## config.mk

```make
export PLATFORM = sky130hd
export DESIGN_NAME = wb_framedma
export DESIGN_NICKNAME = d
export VERILOG_FILES = /design/src/rtl/wb_framedma.sv
export SDC_FILE = /design/constraint.sdc
export NUM_CORES = 1
export LEC_CHECK = 0
export BUFFER_PORTS_ARGS = -buffer_cell sky130_fd_sc_hd__buf_2
export CAP_MARGIN = 20
export CORE_MARGIN = 3
export CORE_UTILIZATION = 50
export CTS_BUF_LIST = sky130_fd_sc_hd__clkbuf_4 sky130_fd_sc_hd__clkbuf_8 sky130_fd_sc_hd__clkbuf_16
export CTS_CLUSTER_SIZE = 16
export DETAILED_ROUTE_END_ITERATION = 7
export PLACE_DENSITY = 0.76
export SLEW_MARGIN = 30
export SYNTH_ARGS = -nofsm -noshare
export SYNTH_HDL_FRONTEND = slang
export SYNTH_SLANG_ARGS = --single-unit
```

## constraint.sdc

```tcl
create_clock -name clk -period 2.8 [get_ports clk]
set_clock_uncertainty 0.2 [all_clocks]
set_input_delay 0.56 -clock clk [delete_from_list [all_inputs] [get_ports clk]]
set_output_delay 0.56 -clock clk [all_outputs]
set_load 0.02 [all_outputs]
```

## src/rtl/wb_framedma.sv

```systemverilog
// Wishbone frame DMA: a slave register file programs a word-by-word copy from
// SRC to DST, performed as alternating single read/write cycles on the master port.
module wb_framedma #(
  parameter int len_width = 12
) (
  input  logic        clk,
  input  logic        reset_n,
  input  logic [31:0] wb_adr_i,
  input  logic [31:0] wb_dat_i,
  output logic [31:0] wb_dat_o,
  input  logic [3:0]  wb_sel_i,
  input  logic        wb_stb_i,
  input  logic        wb_cyc_i,
  input  logic        wb_we_i,
  output logic        wb_ack_o,
  output logic [31:0] m_adr_o,
  output logic [31:0] m_dat_o,
  input  logic [31:0] m_dat_i,
  output logic [3:0]  m_sel_o,
  output logic        m_we_o,
  output logic        m_cyc_o,
  output logic        m_stb_o,
  input  logic        m_ack_i,
  input  logic        m_err_i,
  input  logic        m_rty_i,
  output logic        intr,
  output logic [1:0]  dbg_state
);

  typedef enum logic [1:0] {IDLE = 2'd0, RD = 2'd1, WR = 2'd2, DONE = 2'd3} state_t;

  localparam logic [len_width-1:0] LenOne = len_width'(1);

  state_t               state, state_nxt;
  logic [31:0]          src, dst, data, rd_data;
  logic [len_width-1:0] len;
  logic                 done, err, irq_en, gap, abort_pend;
  logic                 acc, reg_wr, busy, m_term, start_req, abort_req, abort_now;
  logic                 unused_bits;

  // Handshakes: a slave access is taken when stb&cyc are high and ack is low,
  // and acked the next cycle; a master cycle ends on any of ack/err/rty while stb is high.
  assign acc       = wb_stb_i & wb_cyc_i & ~wb_ack_o;
  assign reg_wr    = acc & wb_we_i;
  assign start_req = reg_wr && (wb_adr_i[3:2] == 2'd3) && wb_dat_i[0];
  assign abort_req = reg_wr && (wb_adr_i[3:2] == 2'd3) && wb_dat_i[5];
  assign abort_now = abort_pend | abort_req;
  assign busy      = (state == RD) || (state == WR);

  // gap forces strobes low for one cycle after every master termination
  assign m_stb_o   = busy & ~gap;
  assign m_cyc_o   = m_stb_o;
  assign m_we_o    = (state == WR) & ~gap;
  assign m_sel_o   = 4'hF;
  assign m_adr_o   = m_stb_o ? ((state == WR) ? dst : src) : 32'h0;
  assign m_dat_o   = m_we_o ? data : 32'h0;
  assign m_term    = m_stb_o & (m_ack_i | m_err_i | m_rty_i);
  assign intr      = done & irq_en;
  assign dbg_state = state;

  assign unused_bits = ^{wb_sel_i, wb_adr_i[31:4], wb_adr_i[1:0]};

  always_comb begin
    rd_data = 32'h0;
    case (wb_adr_i[3:2])
      2'd0:    rd_data = src;
      2'd1:    rd_data = dst;
      2'd2:    rd_data = {{(32 - len_width){1'b0}}, len};
      default: rd_data = {26'h0, 1'b0, err, irq_en, done, busy, 1'b0};
    endcase
  end

  always_ff @(posedge clk) begin
    if (!reset_n) state <= IDLE;
    else          state <= state_nxt;
  end

  always_comb begin
    state_nxt = state;
    case (state)
      IDLE: if (start_req) state_nxt = (len == '0) ? DONE : RD;
      RD: begin
        if (gap) begin
          if (abort_now) state_nxt = IDLE;
        end else if (m_term) begin
          state_nxt = (m_err_i | m_rty_i | abort_now) ? IDLE : WR;
        end
      end
      WR: begin
        if (gap) begin
          if (abort_now) state_nxt = IDLE;
        end else if (m_term) begin
          if (m_err_i | m_rty_i | abort_now) state_nxt = IDLE;
          else if (len == LenOne)            state_nxt = DONE;
          else                               state_nxt = RD;
        end
      end
      default: state_nxt = IDLE;
    endcase
  end

  always_ff @(posedge clk) begin
    if (!reset_n) begin
      wb_ack_o   <= 1'b0;
      wb_dat_o   <= 32'h0;
      src        <= 32'h0;
      dst        <= 32'h0;
      len        <= '0;
      data       <= 32'h0;
      done       <= 1'b0;
      err        <= 1'b0;
      irq_en     <= 1'b0;
      gap        <= 1'b0;
      abort_pend <= 1'b0;
    end else begin
      wb_ack_o <= acc;
      if (acc && !wb_we_i) wb_dat_o <= rd_data;
      if (reg_wr) begin
        case (wb_adr_i[3:2])
          2'd0: if (!busy) src <= wb_dat_i;
          2'd1: if (!busy) dst <= wb_dat_i;
          2'd2: if (!busy) len <= wb_dat_i[len_width-1:0];
          default: begin
            irq_en <= wb_dat_i[3];
            if (wb_dat_i[2]) done <= 1'b0;
            if (wb_dat_i[4]) err  <= 1'b0;
          end
        endcase
      end
      case (state)
        IDLE: begin
          if (start_req) begin
            done       <= 1'b0;
            err        <= 1'b0;
            gap        <= 1'b0;
            abort_pend <= 1'b0;
          end
        end
        RD, WR: begin
          if (abort_req) abort_pend <= 1'b1;
          if (gap) begin
            gap <= 1'b0;
          end else if (m_term) begin
            gap <= 1'b1;
            if (m_err_i | m_rty_i) begin
              if (!abort_now) err <= 1'b1;
            end else if (state == RD) begin
              data <= m_dat_i;
            end else begin
              src <= src + 32'd4;
              dst <= dst + 32'd4;
              len <= len - LenOne;
            end
          end
        end
        default: done <= 1'b1;
      endcase
    end
  end

endmodule

```

== After elaboration in Yosys (flattened, before gate mapping) ==
Cells that the tools add are included.
Widths: inputs -> output; s select.

* Output and inout bits: 107
* Bits of input ports: 108
* Register bits after elaboration: 148
* Word-level logic and storage cells: 117

* Reduce and logical (&&, ||, !) cells: 17
* Equal/unequal tests: 10
* Mux-type cells: 59
* $add $sub $neg: 3
* Bitwise operators: 16

{| class="wikitable"
|+ Operators by type and width
! kind !! number
|-
| $mux 32 || 19
|-
| $mux 12 || 8
|-
| $pmux 32 s3 || 1
|-
| $add 32x3->32 const B || 2
|-
| $mux 2 || 10
|-
| $mux 1 || 16
|-
| $eq 12x1->1 const B || 1
|-
| $logic_not 12->1 || 1
|-
| $sub 12x1->12 const B || 1
|-
| $pmux 1 s2 || 4
|-
| $and 1x1->1 || 7
|-
| $eq 2x2->1 const B || 3
|-
| $ne 3x3->1 const B || 2
|-
| $pmux 2 s3 || 1
|-
| $reduce_and 3->1 || 2
|-
| $or 1x1->1 || 5
|-
| $reduce_and 5->1 || 1
|-
| $eq 2x1->1 const B || 2
|-
| $logic_and 1x1->1 || 4
|-
| $logic_not 2->1 || 2
|-
| $ne 2x2->1 const B || 2
|-
| $not 1->1 || 4
|-
| $reduce_and 2->1 || 2
|-
| $reduce_or 3->1 || 1
|-
| 4 further kinds || 4
|}

== Depth between registers and ports, before layout ==
Gate-level depths: netlist of run 1.

* Depth after elaboration: 11
* Mapped depth: 11
* Gate-level depth less buffers: 7

== Least setup slack after synthesis of run 1 ==
OpenSTA, ideal clock, no wires.

* Path type: flip-flop to flip-flop
* From: register state[1] (netlist: dbg_state[1])
* To: register dst[22]
* Buffers on the path: 3
* Slack: 0.114 ns
* Data required time: 2.530 ns
* Cell stages (with the launch flop): 11
* Period minus slack after synthesis: 2.686 ns
* Setup time: 0.070 ns
* Arrival: 2.415 ns
* Cells stage by stage: dfxtp_1 inv_1 ha_1 buf_2 nand3b_1 or2_1 buf_6 buf_6 nor3_1 mux2_2 a21oi_1

* Longest elaborated chain between the ends: 10
* Elaborated cells between the ends (all ways): 14
* Those cells by class: 2 x eq/ne; 8 x mux; 2 x bitwise; 2 x reduce/logical

{| class="wikitable"
|+ Ends and longest elaborated chain
! what !! RTL line !! source
|-
| from (decl) || 34 || <nowiki>state_t state, state_nxt;</nowiki>
|-
| from (signal assigned) || 75 || <nowiki>else state <= state_nxt;</nowiki>
|-
| $eq 2x1->1 / $eq 2x2->1 (equally long branches) || 48 || <nowiki>assign busy = (state == RD) || (state == WR);</nowiki>
|-
| $logic_or 1x1->1 * || 48 ||
|-
| net busy || 38 || <nowiki>logic acc, reg_wr, busy, m_term, start_req, abort_req, abort_now;</nowiki>
|-
| $mux 32 || 121 || <nowiki>2'd1: if (!busy) dst <= wb_dat_i;</nowiki>
|-
| $mux 32 || 119 || <nowiki>case (wb_adr_i[3:2])</nowiki>
|-
| $mux 32 || 118 || <nowiki>if (reg_wr) begin</nowiki>
|-
| $mux 32 || 147 || <nowiki>end else if (state == RD) begin</nowiki>
|-
| $mux 32 || 145 || <nowiki>if (m_err_i | m_rty_i) begin</nowiki>
|-
| $mux 32 || 143 || <nowiki>end else if (m_term) begin</nowiki>
|-
| $mux 32 || 141 || <nowiki>if (gap) begin</nowiki>
|-
| $mux 32 * || 130 || <nowiki>case (state)</nowiki>
|-
| to (signal assigned) || 121 ||
|-
| to (signal assigned) || 151 || <nowiki>dst <= dst + 32'd4;</nowiki>
|-
| to (decl) || 35 || <nowiki>logic [31:0] src, dst, data, rd_data;</nowiki>
|}

Mark *: on every way through the listed nets, which the timed path passes. The rest lies on a longest branch.
A chain may end at the register's enable or synchronous reset.

== Final worst setup path of run 1 ==
* From: register state[1] (netlist: dbg_state[1])
* To: output m_adr_o[21]

* Longest elaborated chain between the ends: 4
* Elaborated cells between the ends (all ways): 6
* Those cells by class: 2 x eq/ne; 2 x mux; 1 x bitwise; 1 x reduce/logical

{| class="wikitable"
|+ Ends and longest elaborated chain
! what !! RTL line !! source
|-
| $eq 2x1->1 / $eq 2x2->1 (equally long branches) || 48, 55 ||
|-
| $logic_or 1x1->1 || 48 ||
|-
| $and 1x1->1 || 51 || <nowiki>assign m_stb_o = busy & ~gap;</nowiki>
|-
| $mux 32 * || 55 || <nowiki>assign m_adr_o = m_stb_o ? ((state == WR) ? dst : src) : 32'h0;</nowiki>
|-
| to (decl) || 16 || <nowiki>output logic [31:0] m_adr_o,</nowiki>
|}

Mark *: on every way between the ends. The rest lies on a longest branch, timed or not.

==> metrics.txt, run 1 <==
Post-synth ARST share 0; initial antenna violation count 0; ANT nets after route 0; Slew Viols, Final 0; Leak 3.86 nW; Initial Util 0.514; r2r setup slk 240 ps; layout cells sized above 1 0.236; worst r2r path cells 9; WHS Path Cells 3; CTS buffer count 17; core area 16000 um^2; DRC 0; final core occ 0.625; Synth Cell Area 8220 um^2; Yosys cell types 69; Vias 8646; chip height 134 um; Slew HR 0.521; DIE AREA 18000 um^2; Layout Nets 1318; count of max-cap constraint violations 0; average cell area after synthesis 7.83 um^2; I/O pins 215; all-layer global routing usage 0.285; R2R Path End dst[12]$_SDFF_PN0_; first-pass GRT wire length 41400 um; Yosys top cell by area dfxtp_1; largest net degree at the start of global routing 49; Area Overhead vs Synth 21.6%; Post-CTS Hold Fix Bufs 0; drt first-iter violations 961; non-filler cells in the finished layout 1430; dpl hpwl 18400 um; critical path peak fanout 22; row cnt 46; Setup WS pre-CTS 180 ps; vias per cell 6.05; slowest stage cell, crit path buf_4; clk buf depth 2; post-synthesis sequential area ratio 0.360; Max Clk Rate 369 MHz; Hold Path Origin m_dat_i[8]; Worst Path Arrival 1950 ps; outcome completed; final worst slack 89.3 ps; Ant. Diodes 0; final setup vio count 0; Ys Warns 0; most used cell, CP buf_4; Worst Hold Endpoint data[8]$_SDFFE_PN0P_; flops & latches, synth 148; WL per Instance 18.3 um; CP startpoint kind flop; CP delay by family, top buffers and inverters; worst endpoint required time 2040 ps; ranking of synthesized cells by area dfxtp_1, mux2i_1, nand2_1; postcts setup bufs 0; Largest stage delay, worst path 350 ps; minimum clock period 2710 ps; Primary FF master, synth dfxtp_1; worst min-delay path class input port to flop; buffers and inverters on the worst path 3; final wirelength 26100 um; area share of the largest cell type after synthesis 0.360; Post-synth EDFFs 0; Final Hold Viols 0; Least-Margin Pin Slew 716 ps; GRT Residual Overflow 0; vias in the first global route 7841; Syn Inst Count 1051; CTS tree built; clock transition at the registers of the reported paths 70 ps; Placed Cells 1398; RSZ-0062 raised after global routing true; crit share post-route 0.968; drt first pass iters 5; Resized cells post-CTS 2; worst vdd ir 0.456 mV; reg2reg start dbg_state[0]$_SDFFE_PN0P_; Die Width 134 um; CP Capture Type primary output; PwrDens 584 nW/um^2; GPL Wtd Cong 0.903; H-tree Lvls 4; crit-path cells buf_4, ha_2, buf_4, mux2i_1, nor2_1, buf_2; clock latency on the worst-skew pair 440 ps; root buf cell clkbuf_16; crit path kind flop to primary output; Clock Sinks 148; IO Port Bufs 176
==> sequential cells by signal (all words and copies together), names as in the netlist <==
signal      cells
dbg_state       2
gap             1
abort_pend      1
data           32
len            12
done            1
err             1
wb_ack_o        1
wb_dat_o       32
irq_en          1
src            32
dst            32
==> cell type report <==
type | instances | area, um^2
clock buffer | 18 | 439
clock inverter | 14 | 131
fill | 1459 | 6000
inverter | 13 | 50.0
multi-input combinational | 800 | 4850
sequential | 148 | 2960
tap | 216 | 270
timing repair buffer | 221 | 1290
==> worst register-to-register path: stages (launching register included) <==
cell,delay [ps]
dfxtp_2,360
inv_1,70
ha_1,300
nand3b_1,120
buf_4,190
nor2_2,80
buf_12,170
nor2_1,580
o21ai_0,250
a21oi_1,170
==> power by group <==
part	internal [mW]	switching [mW]	total [mW]	leakage (nW)
clock network	1.25	0.983	2.23	0.257
registers	2.21	0.125	2.33	1.20
logic	0.477	0.797	1.27	2.41
==> cell usage in the layout, fill, tap and decap left out, drive strengths merged, types with 5 or more instances in the layout <==
cell,instances
ha,9
o22ai,5
o21ai,41
a311oi,19
and4,12
o211ai,7
nor3,60
or3,7
nand2,127
a22oi,5
nor4,12
o221ai,5
mux2,5
dfxtp,148
clkinv,5
a211oi,29
buf,221
and3,22
and2,38
a31oi,11
nand3,26
nand4,17
nor2,125
xnor2,9
clkinvlp,7
a21oi,89
clkbuf,18
inv,14
mux2i,63
==> worst max-delay path by stage <==
stage          slack [ps]                       from                 end  cells past startpoint
6_report               90  dbg_state[1]$_SDFFE_PN0P_         m_adr_o[21]                      6
5_1_grt               -20  dbg_state[1]$_SDFFE_PN0P_         m_adr_o[21]                      6
3_5_place_dp          180                    m_err_i  src[19]$_SDFF_PN0_                      6
3_3_place_gp          210                    m_err_i  src[29]$_SDFF_PN0_                      6
4_1_cts                30  dbg_state[0]$_SDFFE_PN0P_         m_adr_o[15]                      7
2_1_floorplan         110  dbg_state[1]$_SDFFE_PN0P_  dst[22]$_SDFF_PN0_                     10
==> cell usage after synthesis, types with 4 or more instances <==
master and count:
mux2_2 5, a22oi_1 5, and4_1 12, dfxtp_1 148, nor2_1 123, and2_1 38, buf_4 5, a31oi_1 11
or3_1 6, a311oi_1 19, nor4_1 7, nor4_2 5, buf_1 5, nand2_1 126, o22ai_1 5, o211ai_1 7
o21ai_0 40, o31ai_1 4, a211oi_1 29, xnor2_1 9, inv_1 12, ha_1 9, nand2b_1 4, nor3_1 57
mux4_2 4, nand4_1 17, o221ai_1 5, a32oi_1 4, and3_1 22, nand3_1 26, mux2i_1 63, buf_2 14
clkbuf_1 67, a21oi_1 89
==> cell families after synthesis <==
logic type | synth area share
AND/OR/NAND/NOR | 0.276
AO/OA/AOI/OAI | 0.190
flip-flops | 0.360
buffers and inverters | 0.0546
multiplexers | 0.0945
XOR/XNOR | 0.0107
adder cells (fa/ha/maj) | 0.0137
other | 0.000456
==> per-stage QoR <==
step                power (mW)  setup TNS [ps]  hold WS, ps  cell area (um^2)
global placement          3.57               0          237              9410
CTS                       5.79               0          149              9980
detailed placement        3.58               0          242              9410
floorplan                 3.17               0          232              8240
finish                    5.84               0          154             10000
global route              6.07           -38.9          158             10000
==> layer usage <==
metal	up-vias	share of wire	track usage	routed length, um
met5	-	0	0	0
met4	0	0.018	0.0882	468
met3	45	0.11	0.0765	2860
met2	485	0.46	0.440	12000
met1	4025	0.41	0.390	10800
li1	4091	-	-	-
Power figures use the tool's default switching activity.
==> run 2, diff against run 1 <==
Settings changed: CORE_UTILIZATION 50 to 54, PLACE_DENSITY 0.76 to 0.81.
==> metrics.txt, run 2 (synthesized netlist as in run 1, its figures left out) <==
crit path kind flop to primary output; GRT Residual Overflow 0 (unchanged); Slew HR 0.521 (+0.000790); worst vdd ir 0.471 mV (+3.2%); CP Capture Type primary output; slowest stage cell, crit path dfxtp_4; setup TNS 0 ps (unchanged); Worst Path Arrival 1950 ps (about the same); CTS tree built; most frequent cells in the layout buf_2, dfxtp_1, nand2_1; layout cells sized above 1 0.236 (+0.000629); drt first-iter violations 1131 (+18%); Initial Util 0.559 (+0.0455); final wirelength 26700 um (+2.3%); Die Width 129 um (-3.6%); row cnt 44 (-4.3%); DRC 0 (unchanged); I/O pins 215 (unchanged); worst endpoint required time 2040 ps (about the same); clk buf depth 2 (unchanged); CTS buffer count 17 (unchanged); IO Port Bufs 176 (unchanged); Layout Nets 1319 (+0.076%); Max Clk Rate 369 MHz (about the same); commonest non-fill, non-tap cell in the layout buf_2; root buf cell clkbuf_16; all-layer global routing usage 0.320 (+0.0349); first-pass GRT wire length 42500 um (+2.7%); dpl hpwl 18500 um (+0.81%); outcome completed; DIE AREA 16700 um^2 (-7.1%); CP startpoint kind flop; PwrDens 607 nW/um^2 (+3.9%); crit share post-route 0.968 (about the same); final setup vio count 0 (unchanged); Leak 3.91 nW (+1.2%); Slew Viols, Final 0 (unchanged); core area 14700 um^2 (-8.1%); WL per Instance 19.1 um (+4.6%); ANT nets after route 0 (unchanged); Clock Sinks 148 (unchanged); GPL Wtd Cong 0.947 (+4.8%); Final Hold Viols 0 (unchanged); vias per cell 6.34 (+4.8%); FILL cells 1225 (-16%); Vias 8863 (+2.5%); count of max-cap constraint violations 0 (unchanged); Area Overhead vs Synth 21.8%; Largest stage delay, worst path 370 ps (+20 ps); Post-CTS Hold Fix Bufs 0 (unchanged); Ant. Diodes 0 (unchanged); drt first pass iters 6 (+1); clock transition at the registers of the reported paths 60 ps (about the same); critical path peak fanout 11 (-50%); crit-path cells inv_1, ha_1, buf_6, nand2b_4, bufbuf_16, nor2_1, buf_2; RSZ-0062 raised after global routing true; minimum clock period 2710 ps (-1.12 ps); chip height 129 um (-3.6%); clock latency on the worst-skew pair 440 ps (about the same); worst min-delay path class input port to flop; H-tree Lvls 4 (unchanged); vias in the first global route 8299 (+5.8%); final core occ 0.681 (+0.0562); initial antenna violation count 0 (unchanged); Least-Margin Pin Slew 715 ps (-1.18 ps); largest net degree at the start of global routing 43 (-12%)
==> run 2: cell count changes in the layout (fill, tap and decap cells not counted), moves of 2 or more <==
cell / before / now
clkinv_2: 2 / 9
buf_4: 39 / 45
buf_2: 175 / 170
clkinvlp_4: 7 / 2
clkinv_4: 3 / 0
clkbuf_8: 1 / 3
inv_6: 2 / 0
==> run 2: worst max-delay path: cells and delay by family, from the launching register on <==
family	cells	cell delay [ps]
and+or+nand+nor	2	180
adders and majority gates	1	320
buffers and inverters	4	650
DFF	1	370
==> run 2: area by class of cell <==
class / instances / area [um^2] / area share
clock buffers: 21 / 474 / 0.0474
clock inverters: 11 / 108 / 0.0107
inverters: 13 / 53.8 / 0.00537
multi-input cells: 800 / 4850 / 0.484
flip-flops and latches: 148 / 2970 / 0.296
well taps: 184 / 230 / 0.0230
repair buffers: 222 / 1330 / 0.133
==> run 2: through the flow <==
| stage | total power, mW | setup WS, ps | hold slack (ps) | instances | cell area (um^2) |
|---|---|---|---|---|---|
| after floorplan | 3.17 | 114 | 232 | 1054 | 8240 |
| after global placement | 3.62 | 208 | 236 | 1365 | 9360 |
| after detailed placement | 3.65 | 172 | 242 | 1365 | 9360 |
| after CTS | 6.04 | 50.4 | 147 | 1399 | 10000 |
| after global routing | 6.28 | 3.55 | 154 | 1399 | 10000 |
| final | 6.08 | 90.4 | 156 | 1399 | 10000 |
==> run 2: worst paths after layout <==
kind,start,slack [ps],end,depth (start not counted)
setup / recovery,dbg_state[0]$_SDFFE_PN0P_,90,m_adr_o[21],7
hold / removal,m_dat_i[0],160,data[0]$_SDFFE_PN0P_,3
setup reg to reg,dbg_state[0]$_SDFFE_PN0P_,170,src[27]$_SDFF_PN0_,10
hold reg to reg,data[31]$_SDFFE_PN0P_,250,data[31]$_SDFFE_PN0P_,2
==> run 2: what timing repair did <==
| item | 4_1_cts | 5_1_grt |
|---|---|---|
| buffers inserted | 1 | 0 |
| endpoints found under the setup margin | 33 | 9 |
| resized for setup | 8 | 4 |
| gates cloned | 1 | 0 |
==> run 2: per-layer routing <==
metal  track usage  share of wire  up-vias
li1              -              -     4098
met2         0.500           0.45      575
met3         0.106           0.12       80
met1         0.406           0.40     4110
met4         0.138          0.030        0
met5             0              0        -
==> run 2: power by group <==
part | switching (mW) | leakage, nW | internal [mW]
combinational | 0.865 | 2.42 | 0.578
clock | 0.912 | 0.295 | 1.38
sequential | 0.135 | 1.20 | 2.21
total | 1.91 | 3.91 | 4.16
==> run 3, diff against run 2 <==
Settings changed: PLACE_DENSITY 0.81 to 0.82.
==> metrics.txt, run 3 (synthesized netlist as in run 1, its figures left out) <==
IO Port Bufs 176 (unchanged); Ant. Diodes 0 (unchanged); Least-Margin Pin Slew 679 ps (-36.2 ps); initial antenna violation count 0 (unchanged); Leak 3.91 nW (-0.12%); Die Width 129 um (unchanged); Slew Viols, Final 0 (unchanged); vias per cell 6.21 (-2.0%); Largest stage delay, worst path 330 ps (-40 ps); dpl hpwl 18300 um (-1.1%); Placed Cells 1363 (-0.15%); most frequent cells in the layout buf_2, dfxtp_1, nand2_1; WL per Instance 18.6 um (-2.8%); CP Capture Type primary output; count of max-cap constraint violations 0 (unchanged); slowest stage cell, crit path dfxtp_1; CTS tree built; all-layer global routing usage 0.307 (-0.0124); drt first pass iters 5 (-1); CP startpoint kind flop; CP delay by family, top buffers and inverters; worst min-delay path class input port to flop; final core occ 0.680 (-0.00162); largest net degree at the start of global routing 68 (+58%); minimum clock period 2700 ps (-13.0 ps); FILL cells 1232 (+0.57%); outcome completed; row cnt 44 (unchanged); Max Clk Rate 371 MHz (+0.48%); Layout Nets 1315 (-0.30%); Vias 8663 (-2.3%); worst hold slack 166 ps (+10.3 ps); worst endpoint required time 2040 ps (about the same); PwrDens 619 nW/um^2 (+2.0%); RSZ-0062 raised after global routing false; DIE AREA 16700 um^2 (unchanged); layout cells sized above 1 0.232 (-0.00417); DRC 0 (unchanged); first-pass GRT wire length 41300 um (-2.7%); Worst Path Arrival 1940 ps (about the same); GRT Residual Overflow 0 (unchanged); critical path peak fanout 19 (+8); ANT nets after route 0 (unchanged); drt first-iter violations 1067 (-5.7%); setup TNS 0 ps (unchanged); vias in the first global route 8014 (-3.4%); GPL Wtd Cong 0.941 (-0.67%); Clock Sinks 148 (unchanged); Final Hold Viols 0 (unchanged); commonest non-fill, non-tap cell in the layout buf_2; crit path kind flop to primary output; H-tree Lvls 4 (unchanged); Area Overhead vs Synth 21.5%; final setup vio count 0 (unchanged); final wirelength 25900 um (-3.0%); crit share post-route 0.963 (-0.00463); chip height 129 um (unchanged); buffers and inverters on the worst path 3 (-1); Slew HR 0.544 (+0.0224); Post-CTS Hold Fix Bufs 0 (unchanged); core area 14700 um^2 (unchanged); postcts setup bufs 0 (-1); I/O pins 215 (unchanged); root buf cell clkbuf_16; clk buf depth 2 (unchanged); Initial Util 0.559 (unchanged); non-filler cells in the finished layout 1395 (-0.29%); CTS buffer count 17 (unchanged); crit-path cells buf_4, ha_2, buf_6, mux2i_1, nor2_1, buf_2; worst vdd ir 0.553 mV (+17%); clock transition at the registers of the reported paths 60 ps (about the same); clock latency on the worst-skew pair 430 ps (about the same)
-- run 3: changes by cell type in the layout (fill, tap and decap cells not counted), sizes merged --
cell      before  now
clkinv         9    5
bufbuf         1    0
bufinv         2    5
clkinvlp       2    0
inv           11   12
buf          221  218
clkbuf        21   23
-- run 3: what timing repair did --
item,CTS,global route
resized for setup,0,3
endpoints found under the hold margin,0,0
setup endpoints to repair,0,6
-- run 3: power breakdown --
group	total, mW	leakage (nW)	internal, mW	switching, mW
Combinational	1.27	2.38	0.475	0.791
Clock	2.58	0.331	1.68	0.901
Sequential	2.34	1.20	2.21	0.132
-- run 3: metrics by stage --
stage | instance area, um^2 | setup slack, ps | power (mW)
6_report | 9990 | 103 | 6.19
5_1_grt | 9990 | 24.9 | 6.43
4_1_cts | 9980 | 26.9 | 6.17
3_5_place_dp | 9320 | 187 | 3.61
3_3_place_gp | 9320 | 212 | 3.59
2_1_floorplan | 8240 | 114 | 3.17
-- run 3: final timing paths --
| kind | from | to | slack, ps | cells after the start |
|---|---|---|---|---|
| worst max-delay path | dbg_state[1]$_SDFFE_PN0P_ | m_adr_o[11] | 100 | 6 |
| worst min-delay path | m_dat_i[16] | data[16]$_SDFFE_PN0P_ | 170 | 3 |
| worst max register to register | dbg_state[0]$_SDFFE_PN0P_ | len[5]$_SDFF_PN0_ | 190 | 9 |
| worst min register to register | data[1]$_SDFFE_PN0P_ | data[1]$_SDFFE_PN0P_ | 250 | 2 |
-- run 3: worst register-to-register path, delay by kind of cell, from the launching register on --
kind	cells	cell delay [ps]
AND/OR/NAND/NOR	4	920
buffers and inverters	3	530
flip-flops	1	370
adder cells (fa/ha/maj)	1	350
AO/OA/AOI/OAI	1	170
-- run 3: per-layer routing --
layer / vias to the layer above / global-route usage / part of all wire
met5: - / 0 / 0
met4: 0 / 0.0819 / 0.020
met3: 50 / 0.0977 / 0.11
met2: 462 / 0.485 / 0.46
met1: 4057 / 0.410 / 0.41
li1: 4094 / - / -
-- run 3: cell type report --
type                       instances  area, um^2  share of cell area
timing repair buffer             218        1240               0.124
multi-input combinational        800        4840               0.485
sequential                       148        2960               0.297
clock inverter                     9         174              0.0174
clock buffer                      23         489              0.0490
inverter                          13        50.0             0.00501
tap                              184         230              0.0230
